--- src/rtl/vector_lane_sequencer.sv ---
// vector_lane_sequencer: moves data between the 32-bit scalar domain and the
// 128-bit vector domain by steering an external combinational lane router.
//
//   state        | meaning
//   -------------+--------------------------------------------------------
//   S_IDLE       | waiting for a command; cmd_ready high unless flushing
//   S_PACK       | inserting incoming scalars into lanes 0..len of r_vec
//   S_PACK_DONE  | presenting the finished vector until vout handshake
//   S_UNPACK     | emitting lanes 0..len of r_vec as a scalar stream
module vector_lane_sequencer (
  input  logic         clk,
  input  logic         rst_n,
  input  logic         flush,
  input  logic         cmd_valid,
  output logic         cmd_ready,
  input  logic         cmd_op,
  input  logic [1:0]   cmd_len,
  input  logic [127:0] cmd_vector,
  input  logic         sin_valid,
  output logic         sin_ready,
  input  logic [31:0]  sin_data,
  output logic         vout_valid,
  input  logic         vout_ready,
  output logic [127:0] vout_data,
  output logic         sout_valid,
  input  logic         sout_ready,
  output logic [31:0]  sout_data,
  output logic [2:0]   rt_code,
  output logic [31:0]  rt_scalar,
  output logic [127:0] rt_vector_in,
  input  logic [127:0] rt_vector_out,
  output logic         busy
);

  typedef enum logic [1:0] {
    S_IDLE      = 2'd0,
    S_PACK      = 2'd1,
    S_PACK_DONE = 2'd2,
    S_UNPACK    = 2'd3
  } state_t;

  state_t       r_state;
  logic [127:0] r_vec;
  logic [1:0]   r_lane;
  logic [1:0]   r_len;

  logic w_last_lane;
  assign w_last_lane = (r_lane == r_len);

  // Sequencer state, working vector and lane counters; flush overrides all.
  always_ff @(posedge clk or negedge rst_n) begin
    if (!rst_n) begin
      r_state <= S_IDLE;
      r_vec   <= '0;
      r_lane  <= '0;
      r_len   <= '0;
    end else if (flush) begin
      r_state <= S_IDLE;
      r_vec   <= '0;
      r_lane  <= '0;
    end else begin
      case (r_state)
        S_IDLE: begin
          if (cmd_valid) begin
            r_len  <= cmd_len;
            r_lane <= '0;
            if (cmd_op) begin
              r_vec   <= cmd_vector;
              r_state <= S_UNPACK;
            end else begin
              r_vec   <= '0;
              r_state <= S_PACK;
            end
          end
        end
        S_PACK: begin
          if (sin_valid) begin
            r_vec <= rt_vector_out;
            if (w_last_lane) r_state <= S_PACK_DONE;
            else             r_lane  <= r_lane + 2'd1;
          end
        end
        S_PACK_DONE: begin
          if (vout_ready) r_state <= S_IDLE;
        end
        S_UNPACK: begin
          if (sout_ready) begin
            if (w_last_lane) r_state <= S_IDLE;
            else             r_lane  <= r_lane + 2'd1;
          end
        end
        default: r_state <= S_IDLE;
      endcase
    end
  end

  // Handshake and router steering decoded from registered state only
  // (flush gates cmd_ready); data paths pass straight through the router.
  always_comb begin
    cmd_ready  = 1'b0;
    sin_ready  = 1'b0;
    vout_valid = 1'b0;
    vout_data  = '0;
    sout_valid = 1'b0;
    sout_data  = '0;
    rt_code    = 3'd0;
    rt_scalar  = '0;
    busy       = (r_state != S_IDLE);
    case (r_state)
      S_IDLE: cmd_ready = !flush;
      S_PACK: begin
        sin_ready = 1'b1;
        rt_code   = {1'b0, r_lane};
        rt_scalar = sin_data;
      end
      S_PACK_DONE: begin
        vout_valid = 1'b1;
        vout_data  = r_vec;
      end
      S_UNPACK: begin
        sout_valid = 1'b1;
        rt_code    = {1'b1, r_lane};
        sout_data  = rt_vector_out[31:0];
      end
      default: ;
    endcase
  end

  // The router always works on the held vector.
  assign rt_vector_in = r_vec;

endmodule
--- config.mk ---
export PLATFORM = sky130hd
export DESIGN_NAME = vector_lane_sequencer
export DESIGN_NICKNAME = d
export VERILOG_FILES = /design/src/rtl/vector_lane_sequencer.sv
export SDC_FILE = /design/constraint.sdc
export NUM_CORES = 1
export LEC_CHECK = 0
export ABC_AREA = 0
export CAP_MARGIN = 40
export CORE_AREA = 2 2 247 249
export CTS_BUF_LIST = sky130_fd_sc_hd__clkbuf_4
export CTS_CLUSTER_SIZE = 25
export DETAILED_ROUTE_END_ITERATION = 12
export DIE_AREA = 0 0 249 251
export PLACE_DENSITY = 0.37
export SLEW_MARGIN = 10
export SYNTH_ARGS = -nofsm -noshare
export SYNTH_HDL_FRONTEND = slang
export SYNTH_SLANG_ARGS = --single-unit
export TNS_END_PERCENT = 1
--- constraint.sdc ---
create_clock -name clk -period 3.7 [get_ports clk]
set_input_delay 1.11 -clock clk [delete_from_list [all_inputs] [get_ports clk]]
set_output_delay 1.11 -clock clk [all_outputs]
set_load 0.02 [all_outputs]
==> results.sh <==
export IMPL_status="finished, final reports clean"
export IMPL_grt_pass1_vias=8770
export IMPL_wl_per_cell_microns=18.6
export IMPL_ios=626
export IMPL_nFillCells=6511
export IMPL_dpl_hpwl_mm=30.9
export IMPL_drtIter0Drc=374
export IMPL_r2r_start="r_state[1]$_DFFE_PN0P_"
export IMPL_antenna_found_initial=4
export IMPL_min_period_ns=3.52
export IMPL_tightest_slew_ns=0.646
export IMPL_rows=90
export IMPL_final_util=0.247
export IMPL_slowest_delay_ns=0.47
export IMPL_ctsHoldBuffers=0
export IMPL_synth_edf_count=0
export IMPL_via_count=8495
export IMPL_synthTopCellsByArea="dfrtp_1 46%, and2_1 16%, a22oi_1 13%"
export IMPL_crit_chain="inv_2, ha_4, buf_12, buf_16, and2_1, clkdlybuf4s15_2"
export IMPL_cts_num_sinks=134
export IMPL_worstPathRequired_ns=2.59
export IMPL_synth_nets=1140
export IMPL_synth_seq_cells=134
export IMPL_startpoint_type="flip-flop"
export IMPL_ys_top_cells_by_count="190 x and2_1, 134 x dfrtp_1, 134 x nor2_1"
export IMPL_netlist_area_sq_mm=0.00735
export IMPL_grt_pass1_wl_mm=60.0
export IMPL_yosysWarnings=0
export IMPL_cts_tree="yes"
export IMPL_leakage_nw=6.64
export IMPL_drive_above_1_share=0.0474
export IMPL_ctsRootBufferMaster="clkbuf_4"
export IMPL_grt_ovfl_total=0
export IMPL_worstPathArrival_ns=2.41
export IMPL_fin_area_sq_mm=0.0148
export IMPL_drc_errors=0
export IMPL_core_sq_mm=0.0598
export IMPL_dpl_cell_area_sq_mm=0.0145
export IMPL_gp_routability_congestion=0.764
export IMPL_met2_usage=0.233
export IMPL_power_frac_seq=0.282
export IMPL_cpMaxStageDelayCell="dfrtp_2"
export IMPL_intPower_mw=5.29
export IMPL_die_height_microns=251
export IMPL_crit_type="flip-flop to output pin"
export IMPL_nets=1726
export IMPL_clk_pin_slew_ns=0.13
export IMPL_yosysTopAreaCellShare=0.456
export IMPL_dr_pass1_iters=5
export IMPL_power_density_mw_per_mm2=676
export IMPL_busiest_layer="met2"
export IMPL_use_met1=0.144
export IMPL_switching_share=0.470
export IMPL_cp_end_kind="output pin"
export IMPL_setup_viol_count_final=0
export IMPL_clock_path_buffers=2
export IMPL_async_reset_ff_frac=1.00
export IMPL_yosysTopAreaCell="dfrtp_1"
export IMPL_via_per_inst=3.82
export IMPL_insertion_delay_ns=0.69
export IMPL_clkPwrFrac=0.108
export IMPL_drv_slew=0
export IMPL_max_cap_viol_count=0
export IMPL_syn_area_per_cell_sq_um=8.80
export IMPL_post_synth_top_count_cell="and2_1"
export IMPL_hold_path_class="primary input to asynchronous set/reset pin"
export IMPL_yosysUniqueCellTypes=28
export IMPL_slew_headroom=0.558
export IMPL_cp_startpoint="r_state[0]$_DFFE_PN0P_"
export IMPL_grt_start_max_net_pins=135
export IMPL_area_growth_pct=101
export IMPL_totalWireLength_mm=41.4
export IMPL_combPwrFrac=0.610
export IMPL_syn_instance_count=836
export IMPL_cp_max_fo=33
export IMPL_p_switching_mw=4.69
export IMPL_skew_ns=0.0248
export IMPL_synth_seq_area_share=0.456
export IMPL_cts_max_level=4
export IMPL_initial_core_util=0.123
export IMPL_max_freq_mhz=284
export IMPL_dieArea_sq_mm=0.0625
export IMPL_irDropWorstVdd_mv=0.342
export IMPL_synth_flop_cell="dfrtp_1"
export IMPL_met3_usage=0.0529
export IMPL_cts_buffers=17
export IMPL_rsz0062_at_grt="true"
export IMPL_antenna_left=0
export IMPL_port_buffers=625
export IMPL_fp_dieW_microns=249
export IMPL_grt_usage=0.131
export IMPL_finalCritPeriodShare=0.950
export IMPL_hold_viol_final=0
repair_timing:
item                       CTS  global route
setup buffers                2             0
setup endpoints to repair  181            35
gates cloned                 2             0
hold endpoints to repair     0             0
pin swaps                    0             0
resized for setup          165            16
registers in the layout (all words and copies together) (netlist names):
register,cells
r_lane,2
r_len,2
r_state,2
rt_vector_in,128
area by class of cell:
type	count	area (sq um)	area share
flip-flops and latches	134	3360	0.227
clock buffers	19	143	0.00966
repair buffers	644	6470	0.438
multi-input cells	620	3660	0.248
clock inverters	13	131	0.00889
inverters	5	18.8	0.00127
diodes	6	15.0	0.00102
well taps	782	978	0.0662
metal layers:
layer	vias to the layer above	share of wire	routed length, microns
li1	4057	-	-
met4	2	0.011	476
met3	25	0.084	3470
met2	368	0.52	21600
met1	4043	0.38	15900
met5	-	0.00031	13
worst paths after layout:
path,to,slack [ns],depth (start not counted)
min reg2reg,r_len[1]$_DFFE_PN0P_,0.55,1
max reg2reg,rt_vector_in[79]$_DFFE_PN0P_,1.41,8
max in group asynchronous,r_state[0]$_DFFE_PN0P_,2.76,3
max,vout_data[12],0.18,6
min in group clk,r_len[1]$_DFFE_PN0P_,0.55,1
min,rt_vector_in[68]$_DFFE_PN0P_,0.34,2
worst max-delay path: cells and delay by family, from the launching register on:
family | cells | cell delay (ns)
AND/OR/NAND/NOR | 1 | 0.25
adder cells (fa/ha/maj) | 1 | 0.26
flip-flops | 1 | 0.47
buffers and inverters | 4 | 0.74
kinds of logic (layout without fill, tap and decap cells):
kind of cell | Yosys count | after routing | synth area share
xor gates and xnor gates | 2 | 2 | 0.00238
buffers and inverters | 82 | 681 | 0.0504
muxes | 5 | 5 | 0.00715
DFF | 134 | 134 | 0.456
AOI/OAI and AO/OA | 262 | 262 | 0.226
adders and majority gates | 6 | 6 | 0.0102
and+or+nand+nor | 345 | 345 | 0.248
other | 0 | 6 | 0
metrics by stage:
stage | std cells | hold slack, ns | total power [mW] | setup TNS [ns] | setup slack [ns]
6_report | 2223 | 0.342 | 9.98 | 0 | 0.185
5_1_grt | 2221 | 0.222 | 10.7 | -0.102 | -0.0381
4_1_cts | 2217 | 0.209 | 10.2 | -2.34 | -0.205
3_5_place_dp | 2181 | 0.533 | 9.11 | 0 | 0.184
3_3_place_gp | 2180 | 0.525 | 9.12 | 0 | 0.178
2_1_floorplan | 836 | 0.501 | 5.70 | 0 | 1.02
power groups by stage:
stage	clock network (mW)	registers, mW	logic [mW]
after floorplan	0	3.57	2.12
after global placement	0	2.83	6.29
after detailed placement	0	2.85	6.26
after CTS	1.17	2.84	6.22
after global routing	1.24	2.94	6.53
final	1.07	2.82	6.09
layout by cell type, fill, tap and decap left out, types with 2 or more instances in the layout:
cell	count
dlymetal6s2s_1	12
dfrtp_2	2
buf_16	5
clkdlybuf4s50_1	462
and2_1	190
clkinv_2	3
and2_2	2
xnor2_1	2
buf_4	2
clkinv_1	2
mux2i_1	3
a22oi_1	128
clkinvlp_4	3
clkinv_4	2
nor2_1	133
mux2_2	2
nand2_1	7
dfrtp_1	132
buf_12	9
nor2b_1	6
inv_1	4
a21oi_1	129
clkbuf_4	19
bufinv_16	2
ha_1	5
buf_6	3
clkdlybuf4s15_2	3
diode_2	6
dlygate4sd2_1	146
Power figures use the tool's default switching activity.
